[config.mk]
export PLATFORM = sky130hd
export DESIGN_NAME = sync_fifo_ctrl_flat
export DESIGN_NICKNAME = d
export VERILOG_FILES = /design/src/rtl/sync_fifo_ctrl_if.sv /design/src/rtl/sync_fifo_ctrl.sv /design/src/flat_wrapper.sv
export SDC_FILE = /design/constraint.sdc
export NUM_CORES = 1
export LEC_CHECK = 0
export BUFFER_PORTS_ARGS = -buffer_cell sky130_fd_sc_hd__buf_2
export CORE_MARGIN = 2
export CORE_UTILIZATION = 54
export CTS_CLUSTER_SIZE = 24
export DETAILED_ROUTE_END_ITERATION = 6
export PLACE_DENSITY_LB_ADDON = 0.25
export SETUP_SLACK_MARGIN = 0.5
export SYNTH_ARGS = -nofsm -noshare
export SYNTH_HDL_FRONTEND = slang
export SYNTH_SLANG_ARGS = --single-unit
[constraint.sdc]
create_clock -name clk -period 1.6 [get_ports clk]
set_input_delay 0.24 -clock clk [delete_from_list [all_inputs] [get_ports clk]]
set_output_delay 0.24 -clock clk [all_outputs]
set_load 0.01 [all_outputs]
[src/rtl/sync_fifo_ctrl_if.sv]
// Producer/consumer handshake bundle for sync_fifo_ctrl.
// The master modport is the user side; the slave modport is the FIFO side.
interface sync_fifo_ctrl_if #(
    parameter int unsigned DATA_WIDTH = 8,
    parameter int unsigned ADDR_WIDTH = 4
);
    logic                  write_enable;
    logic [DATA_WIDTH-1:0] write_data;
    logic                  read_enable;
    logic [DATA_WIDTH-1:0] read_data;
    logic                  read_valid;
    logic                  full;
    logic                  empty;
    logic                  almost_full;
    logic                  almost_empty;
    logic [ADDR_WIDTH:0]   count;
    logic                  overflow;
    logic                  underflow;

    modport master (
        output write_enable, write_data, read_enable,
        input  read_data, read_valid, full, empty, almost_full, almost_empty,
        input  count, overflow, underflow
    );

    modport slave (
        input  write_enable, write_data, read_enable,
        output read_data, read_valid, full, empty, almost_full, almost_empty,
        output count, overflow, underflow
    );
endinterface

[src/rtl/sync_fifo_ctrl.sv]
// Single-clock FIFO with internal storage, registered status flags, occupancy count
// and sticky overflow/underflow indicators.
module sync_fifo_ctrl #(
    parameter int unsigned DATA_WIDTH = 8,
    parameter int unsigned DEPTH      = 16,
    parameter int unsigned ADDR_WIDTH = 4,
    parameter int unsigned AF_LEVEL   = 12,
    parameter int unsigned AE_LEVEL   = 4
) (
    input logic            clk,
    input logic            rst,
    sync_fifo_ctrl_if.slave bus
);

    localparam logic [ADDR_WIDTH:0] DepthCnt = (ADDR_WIDTH + 1)'(DEPTH);
    localparam logic [ADDR_WIDTH:0] AfLevel  = (ADDR_WIDTH + 1)'(AF_LEVEL);
    localparam logic [ADDR_WIDTH:0] AeLevel  = (ADDR_WIDTH + 1)'(AE_LEVEL);

    if (DEPTH < 4 || DEPTH != (32'd1 << ADDR_WIDTH)) begin : gen_bad_depth
        $error("DEPTH must be a power of 2, at least 4, and equal 2**ADDR_WIDTH");
    end
    if (AF_LEVEL < 1 || AF_LEVEL > DEPTH || AE_LEVEL > DEPTH - 1) begin : gen_bad_levels
        $error("AF_LEVEL must be in 1..DEPTH and AE_LEVEL in 0..DEPTH-1");
    end

    logic [DATA_WIDTH-1:0] mem [DEPTH];

    logic [ADDR_WIDTH-1:0] wr_ptr_q, wr_ptr_d;
    logic [ADDR_WIDTH-1:0] rd_ptr_q, rd_ptr_d;
    logic [ADDR_WIDTH:0]   count_q, count_d;
    logic [DATA_WIDTH-1:0] read_data_q;
    logic                  read_valid_q;
    logic                  full_q, empty_q, almost_full_q, almost_empty_q;
    logic                  overflow_q, overflow_d;
    logic                  underflow_q, underflow_d;
    logic                  wr_acc, rd_acc;

    // Accepts use the registered flags, so a write while full is refused even
    // if a read frees a slot in the same cycle.
    always_comb begin
        wr_acc      = bus.write_enable && !full_q;
        rd_acc      = bus.read_enable && !empty_q;
        wr_ptr_d    = wr_ptr_q;
        rd_ptr_d    = rd_ptr_q;
        count_d     = count_q;
        overflow_d  = overflow_q | (bus.write_enable & full_q);
        underflow_d = underflow_q | (bus.read_enable & empty_q);

        if (wr_acc) begin
            wr_ptr_d = wr_ptr_q + 1'b1;
        end
        if (rd_acc) begin
            rd_ptr_d = rd_ptr_q + 1'b1;
        end
        if (wr_acc && !rd_acc) begin
            count_d = count_q + 1'b1;
        end else if (rd_acc && !wr_acc) begin
            count_d = count_q - 1'b1;
        end
    end

    always_ff @(posedge clk) begin
        if (rst) begin
            wr_ptr_q       <= '0;
            rd_ptr_q       <= '0;
            count_q        <= '0;
            read_data_q    <= '0;
            read_valid_q   <= 1'b0;
            full_q         <= 1'b0;
            empty_q        <= 1'b1;
            almost_full_q  <= 1'b0;
            almost_empty_q <= 1'b1;
            overflow_q     <= 1'b0;
            underflow_q    <= 1'b0;
        end else begin
            wr_ptr_q       <= wr_ptr_d;
            rd_ptr_q       <= rd_ptr_d;
            count_q        <= count_d;
            read_valid_q   <= rd_acc;
            full_q         <= (count_d == DepthCnt);
            empty_q        <= (count_d == '0);
            almost_full_q  <= (count_d >= AfLevel);
            almost_empty_q <= (count_d <= AeLevel);
            overflow_q     <= overflow_d;
            underflow_q    <= underflow_d;
            if (rd_acc) begin
                read_data_q <= mem[rd_ptr_q];
            end
        end
    end

    // Storage is deliberately left out of reset.
    always_ff @(posedge clk) begin
        if (!rst && wr_acc) begin
            mem[wr_ptr_q] <= bus.write_data;
        end
    end

    assign bus.read_data    = read_data_q;
    assign bus.read_valid   = read_valid_q;
    assign bus.full         = full_q;
    assign bus.empty        = empty_q;
    assign bus.almost_full  = almost_full_q;
    assign bus.almost_empty = almost_empty_q;
    assign bus.count        = count_q;
    assign bus.overflow     = overflow_q;
    assign bus.underflow    = underflow_q;

endmodule

[src/flat_wrapper.sv]
// flat-port wrapper written by rule: the top's interface ports become plain ports
module sync_fifo_ctrl_flat 
#(
    parameter int unsigned DATA_WIDTH = 8,
    parameter int unsigned DEPTH      = 16,
    parameter int unsigned ADDR_WIDTH = 4,
    parameter int unsigned AF_LEVEL   = 12,
    parameter int unsigned AE_LEVEL   = 4
)
  (clk, rst, bus_write_enable, bus_write_data, bus_read_enable, bus_read_data, bus_read_valid, bus_full, bus_empty, bus_almost_full, bus_almost_empty, bus_count, bus_overflow, bus_underflow);
  sync_fifo_ctrl_if #(.DATA_WIDTH(DATA_WIDTH), .ADDR_WIDTH(ADDR_WIDTH)) bus_i ();
  input logic clk;
  input logic rst;
  input wire logic [$bits(bus_i.write_enable)-1:0] bus_write_enable;
  input wire logic [$bits(bus_i.write_data)-1:0] bus_write_data;
  input wire logic [$bits(bus_i.read_enable)-1:0] bus_read_enable;
  output wire logic [$bits(bus_i.read_data)-1:0] bus_read_data;
  output wire logic [$bits(bus_i.read_valid)-1:0] bus_read_valid;
  output wire logic [$bits(bus_i.full)-1:0] bus_full;
  output wire logic [$bits(bus_i.empty)-1:0] bus_empty;
  output wire logic [$bits(bus_i.almost_full)-1:0] bus_almost_full;
  output wire logic [$bits(bus_i.almost_empty)-1:0] bus_almost_empty;
  output wire logic [$bits(bus_i.count)-1:0] bus_count;
  output wire logic [$bits(bus_i.overflow)-1:0] bus_overflow;
  output wire logic [$bits(bus_i.underflow)-1:0] bus_underflow;
  assign bus_i.write_enable = bus_write_enable;
  assign bus_i.write_data = bus_write_data;
  assign bus_i.read_enable = bus_read_enable;
  assign bus_read_data = bus_i.read_data;
  assign bus_read_valid = bus_i.read_valid;
  assign bus_full = bus_i.full;
  assign bus_empty = bus_i.empty;
  assign bus_almost_full = bus_i.almost_full;
  assign bus_almost_empty = bus_i.almost_empty;
  assign bus_count = bus_i.count;
  assign bus_overflow = bus_i.overflow;
  assign bus_underflow = bus_i.underflow;
  sync_fifo_ctrl #(.DATA_WIDTH(DATA_WIDTH), .DEPTH(DEPTH), .ADDR_WIDTH(ADDR_WIDTH), .AF_LEVEL(AF_LEVEL), .AE_LEVEL(AE_LEVEL)) u_core (.clk(clk), .rst(rst), .bus(bus_i));
endmodule
==> summary.md, run 1 <==
| Metric | Value |
|---|---|
| Routed vias | `3,679` |
| Max Cap Viol | `0` |
| Crit path kind | `reg2reg` |
| Overflow after GRT | `0` |
| Drt pass-1 iters | `5` |
| Post-DRT Antenna Nets | `0` |
| Most frequent cells in the layout | `128 x edfxtp_1, 36 x buf_6, 36 x buf_4` |
| Fin. max-slew vios | `0` |
| Per-cell routed wire length | `~23 um` |
| Endpoints failing setup | `32` |
| Final period util | `116%` |
| Net count after synthesis | `371` |
| DRC viols | `0` |
| Synth Area in Simple Gates | `5.59%` |
| Most common cell after layout, fill and taps aside | `edfxtp_1` |
| Failing checks | `negative setup slack` |
| Post-synthesis mux area share | `12.6%` |
| Synth Area in Compound Gates | `5.21%` |
| Worst-path clk slew | `0.06 ns` |
| Clk_skew | `~0.0086 ns` |
| Worst hold endpoint | `u_core.wr_ptr_q[0]` |
| RSZ-0062 raised after global routing | `yes` |
| Layout Nets | `482` |
| Clock sink total | `between 150 and 200` |
| Netlist Area Pre-Place | `around 6000 sq um` |
| Power Density | `1290 nW/um^2` |
| Cells after DPL | `552` |
| Combinational family with the most area after synthesis | `multiplexers` |
| Post-route minimum period | `1.85 ns` |
| Async SR Flop Fraction | `0%` |
| Final WL | `around 14,000 um` |
| Global-route wire length before repair | `21,300 um` |
| Number of synthesized flops with an enable pin | `between 100 and 150` |
| FILL cells | `600` |
| Clock root cell | `clkbuf_16` |
| Worst Path Required | `1.91 ns` |
| Num ports | `32` |
| Cells on worst reg2reg path | `7` |
| CP arrival | `around 2.2 ns` |
| HP Class | `in2reg` |
| Seq cells post-synth | `156` |
| Crit end category | `flip-flop` |
| Maximum VDD drop | `approximately 1.3 mV` |
| Worst setup SP type | `flip-flop` |
| Initial core utilization | `54.8%` |
| TritonCTS clock tree | `built` |
| Die footprint | `12,300 sq um` |
| Total global-route track usage | `23.6%` |
| Reg-to-Reg Start | `u_core.rd_ptr_q[0]` |
| Routed vias/inst | `between 5 and 6` |
| Area after DPL | `7070 sq um` |
| Fin util | `around 75%` |
| Seq. cell area | `4440 sq um` |
| Fmax | `0.541 GHz` |
| Initial antenna violation count | `0` |
| Final worst slack | `-0.250 ns` |
| Post-Synth Adder-Cell Area | `1.42%` |
| R2R setup slack | `-0.25 ns` |
| Hold Path Depth | `2` |
| Largest net degree at the start of global routing | `27` |
| CTS H-tree lvls | `4` |
| Synth unique cells | `41` |
| Core Box Area | `roughly 11,000 sq um` |
| Die height | `between 100 and 150 um` |
| Post-Synthesis Cells | `352` |
| Synth Area in XOR/XNOR | `approximately 1.4%` |
| Ant diodes | `0` |
| Crit-path max FO | `6` |
| R2R Path End | `u_core.bus.read_data[1]` |
| Leakage | `2.92 nW` |
| Routability cong. | `between 0.8 and 0.9` |
| Mean post-synth cell area | `17.5 sq um` |
| Prevailing post-synth register cell | `edfxtp_1` |
| Area of the multi-input gates | `2040 sq um` |
| Detailed placer's ending HPWL | `approximately 7700 um` |
| Cell Rows | `39` |
| Worst-margin pin slew | `between 0.5 and 0.6 ns` |
| PortBufs | `31` |
| CTS Hold Buffers Added | `0` |
| Seq/Total Area, Yosys | `71.4%` |
| Layout cells sized above 1 | `52.9%` |
| Detailed Route Iter0 Violations | `360` |
| Final hold slack | `0.0436 ns` |
| Count of final hold-check violations | `0` |
| CTS buffer count | `17` |
| Hold path startpoint | `rst` |
| Outcome | `finished with violations` |
| Deepest clock path buffer count | `2` |
| Worst-Skew Late Latency | `0.43 ns` |
| Area added between synthesis and finish | `37.3%` |
| Syn. warnings | `0` |
| Fin cells | `619` |
| Fin area | `between 8000 and 9000 sq um` |
| DIE WIDTH | `111 um` |
| Rel. slew slack | `63.1%` |
| Vias in the first global route | `3,719` |
| Total power draw | `between 10 and 15 mW` |
worst max-delay path by stage:
| stage | start | to | slack [ns] | cells after the start |
|---|---|---|---|---|
| 2_1_floorplan | u_core.rd_ptr_q[0] | u_core.bus.read_data[0] | -0.0009 | 7 |
| 3_3_place_gp | u_core.rd_ptr_q[0] | u_core.bus.read_data[0] | -0.24 | 7 |
| 3_5_place_dp | u_core.rd_ptr_q[0] | u_core.bus.read_data[0] | -0.25 | 7 |
| 4_1_cts | u_core.rd_ptr_q[0] | u_core.bus.read_data[0] | -0.19 | 7 |
| 5_1_grt | u_core.rd_ptr_q[0] | u_core.bus.read_data[1] | -0.29 | 7 |
| 6_report | u_core.rd_ptr_q[0] | u_core.bus.read_data[1] | -0.25 | 7 |
where the power goes:
group          internal (mW)  switching [mW]
combinational           1.21            1.02
clock                   2.42            1.62
sequential              4.55           0.117
total                   8.18            2.76
flip-flops by register name, summed over array words and instances, names as in the netlist, 4 cells and up:
register	cells
u_core.mem	128
u_core.bus.read_data	8
u_core.bus.count	5
u_core.rd_ptr_q	4
u_core.wr_ptr_q	4
what timing repair did:
item,in CTS,in global routing
endpoints found under the setup margin,169,173
endpoints found under the hold margin,0,0
gates cloned,2,0
resized for setup,76,31
pin swaps,13,21
buffers inserted,18,15
through the flow:
| stage | setup TNS, ns | setup WS [ns] |
|---|---|---|
| after floorplan | -0.00376 | -0.000853 |
| after global placement | -3.00 | -0.241 |
| after detailed placement | -3.79 | -0.253 |
| after CTS | -1.19 | -0.185 |
| after global routing | -4.28 | -0.294 |
| final | -1.72 | -0.250 |
final cells by class:
cell class / count / area share (%)
Multi-Input combinational cell: 174 / 24.0
Inverter: 5 / 0.222
Timing Repair Buffer: 109 / 14.2
Sequential cell: 156 / 52.4
Clock inverter: 7 / 0.901
Clock buffer: 25 / 6.11
Tap cell: 143 / 2.11
cell usage after synthesis (2+ instances only):
library cell	n	share of area, %
mux4_2	21	7.7
edfxtp_1	128	62
ha_1	7	1.4
nand2b_1	2	0.20
nor3_1	2	0.16
xnor2_1	4	0.57
a21oi_1	20	1.6
a22o_1	2	0.28
buf_4	4	0.49
o21ai_0	2	0.16
clkbuf_1	2	0.12
buf_2	4	0.32
nand4_1	2	0.20
dfxtp_1	28	9.1
nor2_1	41	2.5
nand3_1	4	0.32
nand2_1	11	0.67
inv_1	5	0.30
buf_6	4	0.73
a22oi_1	17	2.1
xor2_1	6	0.85
clkdlybuf4s25_2	2	0.32
nor2b_1	6	0.61
mux4_1	11	4.7
worst max-delay path: stages, from the launching register on:
cell	delay (ns)
dfxtp_4	0.41
buf_12	0.14
buf_4	0.11
mux4_2	0.51
a22oi_2	0.28
a21oi_1	0.10
a21oi_1	0.12
nor2_1	0.05
cells by family after synthesis:
logic type,count (synthesis)
buf+inv,22
flops,156
fa+ha+maj,7
xor+xnor,10
compound gates,48
mux,33
simple gates,76
layer usage:
metal / track usage, % / vias to the layer above / wire (um) / part of all wire (%)
met3: 6.94 / 24 / 896 / 6.3
met4: 9.33 / 0 / 276 / 1.9
met5: 0 / - / 0 / 0
met1: 31.5 / 1901 / 5740 / 40
li1: - / 1606 / - / -
met2: 37.2 / 148 / 7370 / 52
Note: power is estimated with default switching activity, not from simulation.
==> run 2: changes to the inputs <==
--- a/config.mk
+++ b/config.mk
@@ -11,7 +11,6 @@
 export CTS_CLUSTER_SIZE = 24
 export DETAILED_ROUTE_END_ITERATION = 6
 export PLACE_DENSITY_LB_ADDON = 0.25
-export SETUP_SLACK_MARGIN = 0.5
 export SYNTH_ARGS = -nofsm -noshare
 export SYNTH_HDL_FRONTEND = slang
 export SYNTH_SLANG_ARGS = --single-unit
==> summary.md, run 2 (synthesis gave the netlist of run 1 again) <==
| Metric | Value |
|---|---|
| Die footprint | `12,300 sq um (unchanged)` |
| Final worst slack | `-0.114 ns (was -0.250 ns)` |
| Area added between synthesis and finish | `24.0% (was 37.3%)` |
| Worst-margin pin slew | `0.551 ns (about the same)` |
| Reg with most FFs | `u_core.mem (unchanged)` |
| Endpoints failing setup | `11 (was 32)` |
| Flip-flop count of the largest register after layout | `128 (unchanged)` |
| Seq. cell area | `4410 sq um (was 4440 sq um)` |
| Leakage | `2.65 nW (was 2.92 nW)` |
| Overflow after GRT | `0 (unchanged)` |
| Most frequent cells in the layout | `128 x edfxtp_1, 32 x buf_2, 32 x buf_4 (was 128 x edfxtp_1, 36 x buf_6, 36 x buf_4)` |
| Layout cells sized above 1 | `42.5% (was 52.9%)` |
| DRC viols | `0 (unchanged)` |
| Fin. max-slew vios | `0 (unchanged)` |
| Initial antenna violation count | `0 (unchanged)` |
| Count of final hold-check violations | `0 (unchanged)` |
| Final period util | `107% (was 116%)` |
| FILL cells | `735 (was 600)` |
| Clock sink total | `156 (unchanged)` |
| HP Class | `in2reg (unchanged)` |
| Outcome | `finished with violations (unchanged)` |
| Global-route wire length before repair | `19,600 um (was 21,300 um)` |
| Worst-path clk slew | `0.06 ns (about the same)` |
| Max Cap Viol | `0 (unchanged)` |
| PortBufs | `31 (unchanged)` |
| TritonCTS clock tree | `built (unchanged)` |
| CTS buffer count | `17 (unchanged)` |
| Clock root cell | `clkbuf_16 (unchanged)` |
| Die height | `111 um (unchanged)` |
| Power Density | `1330 nW/um^2 (was 1290 nW/um^2)` |
| Crit path kind | `reg2reg (unchanged)` |
| Total power draw | `10.2 mW (was 10.9 mW)` |
| Deepest clock path buffer count | `2 (unchanged)` |
| RSZ-0062 raised after global routing | `yes (unchanged)` |
| Crit-path max FO | `10 (was 6)` |
| Vias in the first global route | `3,453 (was 3,719)` |
| Cell Rows | `39 (unchanged)` |
| Core Box Area | `11,300 sq um (unchanged)` |
| Post-DRT Antenna Nets | `0 (unchanged)` |
| DIE WIDTH | `111 um (unchanged)` |
| Setup TNS | `-0.796 ns (was -1.72 ns)` |
| Final WL | `12,800 um (was 14,300 um)` |
| CP arrival | `2.02 ns (was 2.16 ns)` |
| Detailed Route Iter0 Violations | `349 (was 360)` |
| Worst setup SP type | `flip-flop (unchanged)` |
| CTS H-tree lvls | `4 (unchanged)` |
| Hold Path Depth | `3 (was 2)` |
| Post-route minimum period | `1.71 ns (was 1.85 ns)` |
| Routed vias/inst | `5.76 (was 5.94)` |
| Clk_skew | `0.0116 ns (was 0.00863 ns)` |
| Failing checks | `negative setup slack (unchanged)` |
| Num ports | `32 (unchanged)` |
| Area after DPL | `6870 sq um (was 7070 sq um)` |
| Crit end category | `flip-flop (unchanged)` |
| Cells on worst reg2reg path | `6 (was 7)` |
| Fin area | `7660 sq um (was 8470 sq um)` |
| Fmax | `0.583 GHz (was 0.541 GHz)` |
| Most common cell after layout, fill and taps aside | `edfxtp_1 (unchanged)` |
| Detailed placer's ending HPWL | `7920 um (was 7690 um)` |
| Rel. slew slack | `63.2% (was 63.1%)` |
| Routability cong. | `0.773 (was 0.803)` |
| Initial core utilization | `54.8% (unchanged)` |
| Per-cell routed wire length | `21.6 um (was 23.1 um)` |
| Routed vias | `3,411 (was 3,679)` |
| Drt pass-1 iters | `7 (was 5)` |
| Ant diodes | `0 (unchanged)` |
| Maximum VDD drop | `1.22 mV (was 1.25 mV)` |
| Largest net degree at the start of global routing | `34 (was 27)` |
| Worst Path Required | `1.90 ns (was 1.91 ns)` |
| Area of the multi-input gates | `1740 sq um (was 2040 sq um)` |
| Layout Nets | `455 (was 482)` |
| Total global-route track usage | `22.2% (was 23.6%)` |
| Worst-Skew Late Latency | `0.42 ns (was 0.43 ns)` |
## run 2: worst max-delay path, cell delays in order (launching register included)
cell     delay, ns
dfxtp_4       0.41
buf_12        0.16
mux4_2        0.51
a22oi_2       0.20
a21oi_1       0.10
a21oi_1       0.16
nor2_1        0.06
## run 2: area by class of cell
class                           instances  share of cell area (%)
Clock buffer                           17                    5.56
Clock inverter                         15                    2.26
Inverter                                5                   0.245
Multi-Input combinational cell        174                    22.7
Sequential cell                       156                    57.7
Tap cell                              143                    2.34
Timing Repair Buffer                   82                    9.25
## run 2: worst paths after layout
kind | end | slack [ns] | start
worst max-delay path | u_core.bus.read_data[7] | -0.11 | u_core.rd_ptr_q[0]
worst min-delay path | u_core.bus.underflow | 0.13 | bus_read_enable
worst max register to register | u_core.bus.read_data[7] | -0.11 | u_core.rd_ptr_q[0]
worst min register to register | u_core.bus.overflow | 0.49 | u_core.bus.overflow
## run 2: timing repair
action | 4_1_cts | 5_1_grt
hold buffers | 0 | 0
setup endpoints to repair | 37 | 114
buffers inserted | 5 | 2
pin swaps | 7 | 3
resized for setup | 23 | 20
cloned | 0 | 1
## run 2: per-stage QoR
step / cells / setup WS, ns / hold WS, ns / util [%]
after floorplan: 352 / -0.0577 / 0.339 / -
after global placement: 552 / -0.317 / 0.442 / 60.9
after detailed placement: 552 / -0.346 / 0.478 / 60.9
after CTS: 589 / -0.113 / 0.129 / 67.2
after global routing: 592 / -0.168 / 0.150 / 67.9
final: 592 / -0.114 / 0.133 / 67.9
## run 2: where the power goes
| part | switching (mW) | internal, mW | total, mW |
|---|---|---|---|
| clock | 1.58 | 2.45 | 4.02 |
| combinational | 0.744 | 0.797 | 1.54 |
| sequential | 0.102 | 4.53 | 4.64 |
| total | 2.42 | 7.78 | 10.2 |
## run 2: per-layer routing
| layer | global-route usage, % | up-vias | share of wire [%] |
|---|---|---|---|
| met5 | 0 | - | 0 |
| met3 | 4.87 | 23 | 5.8 |
| li1 | - | 1554 | - |
| met2 | 36.3 | 127 | 51 |
| met1 | 28.7 | 1707 | 41 |
| met4 | 10.0 | 0 | 2.2 |
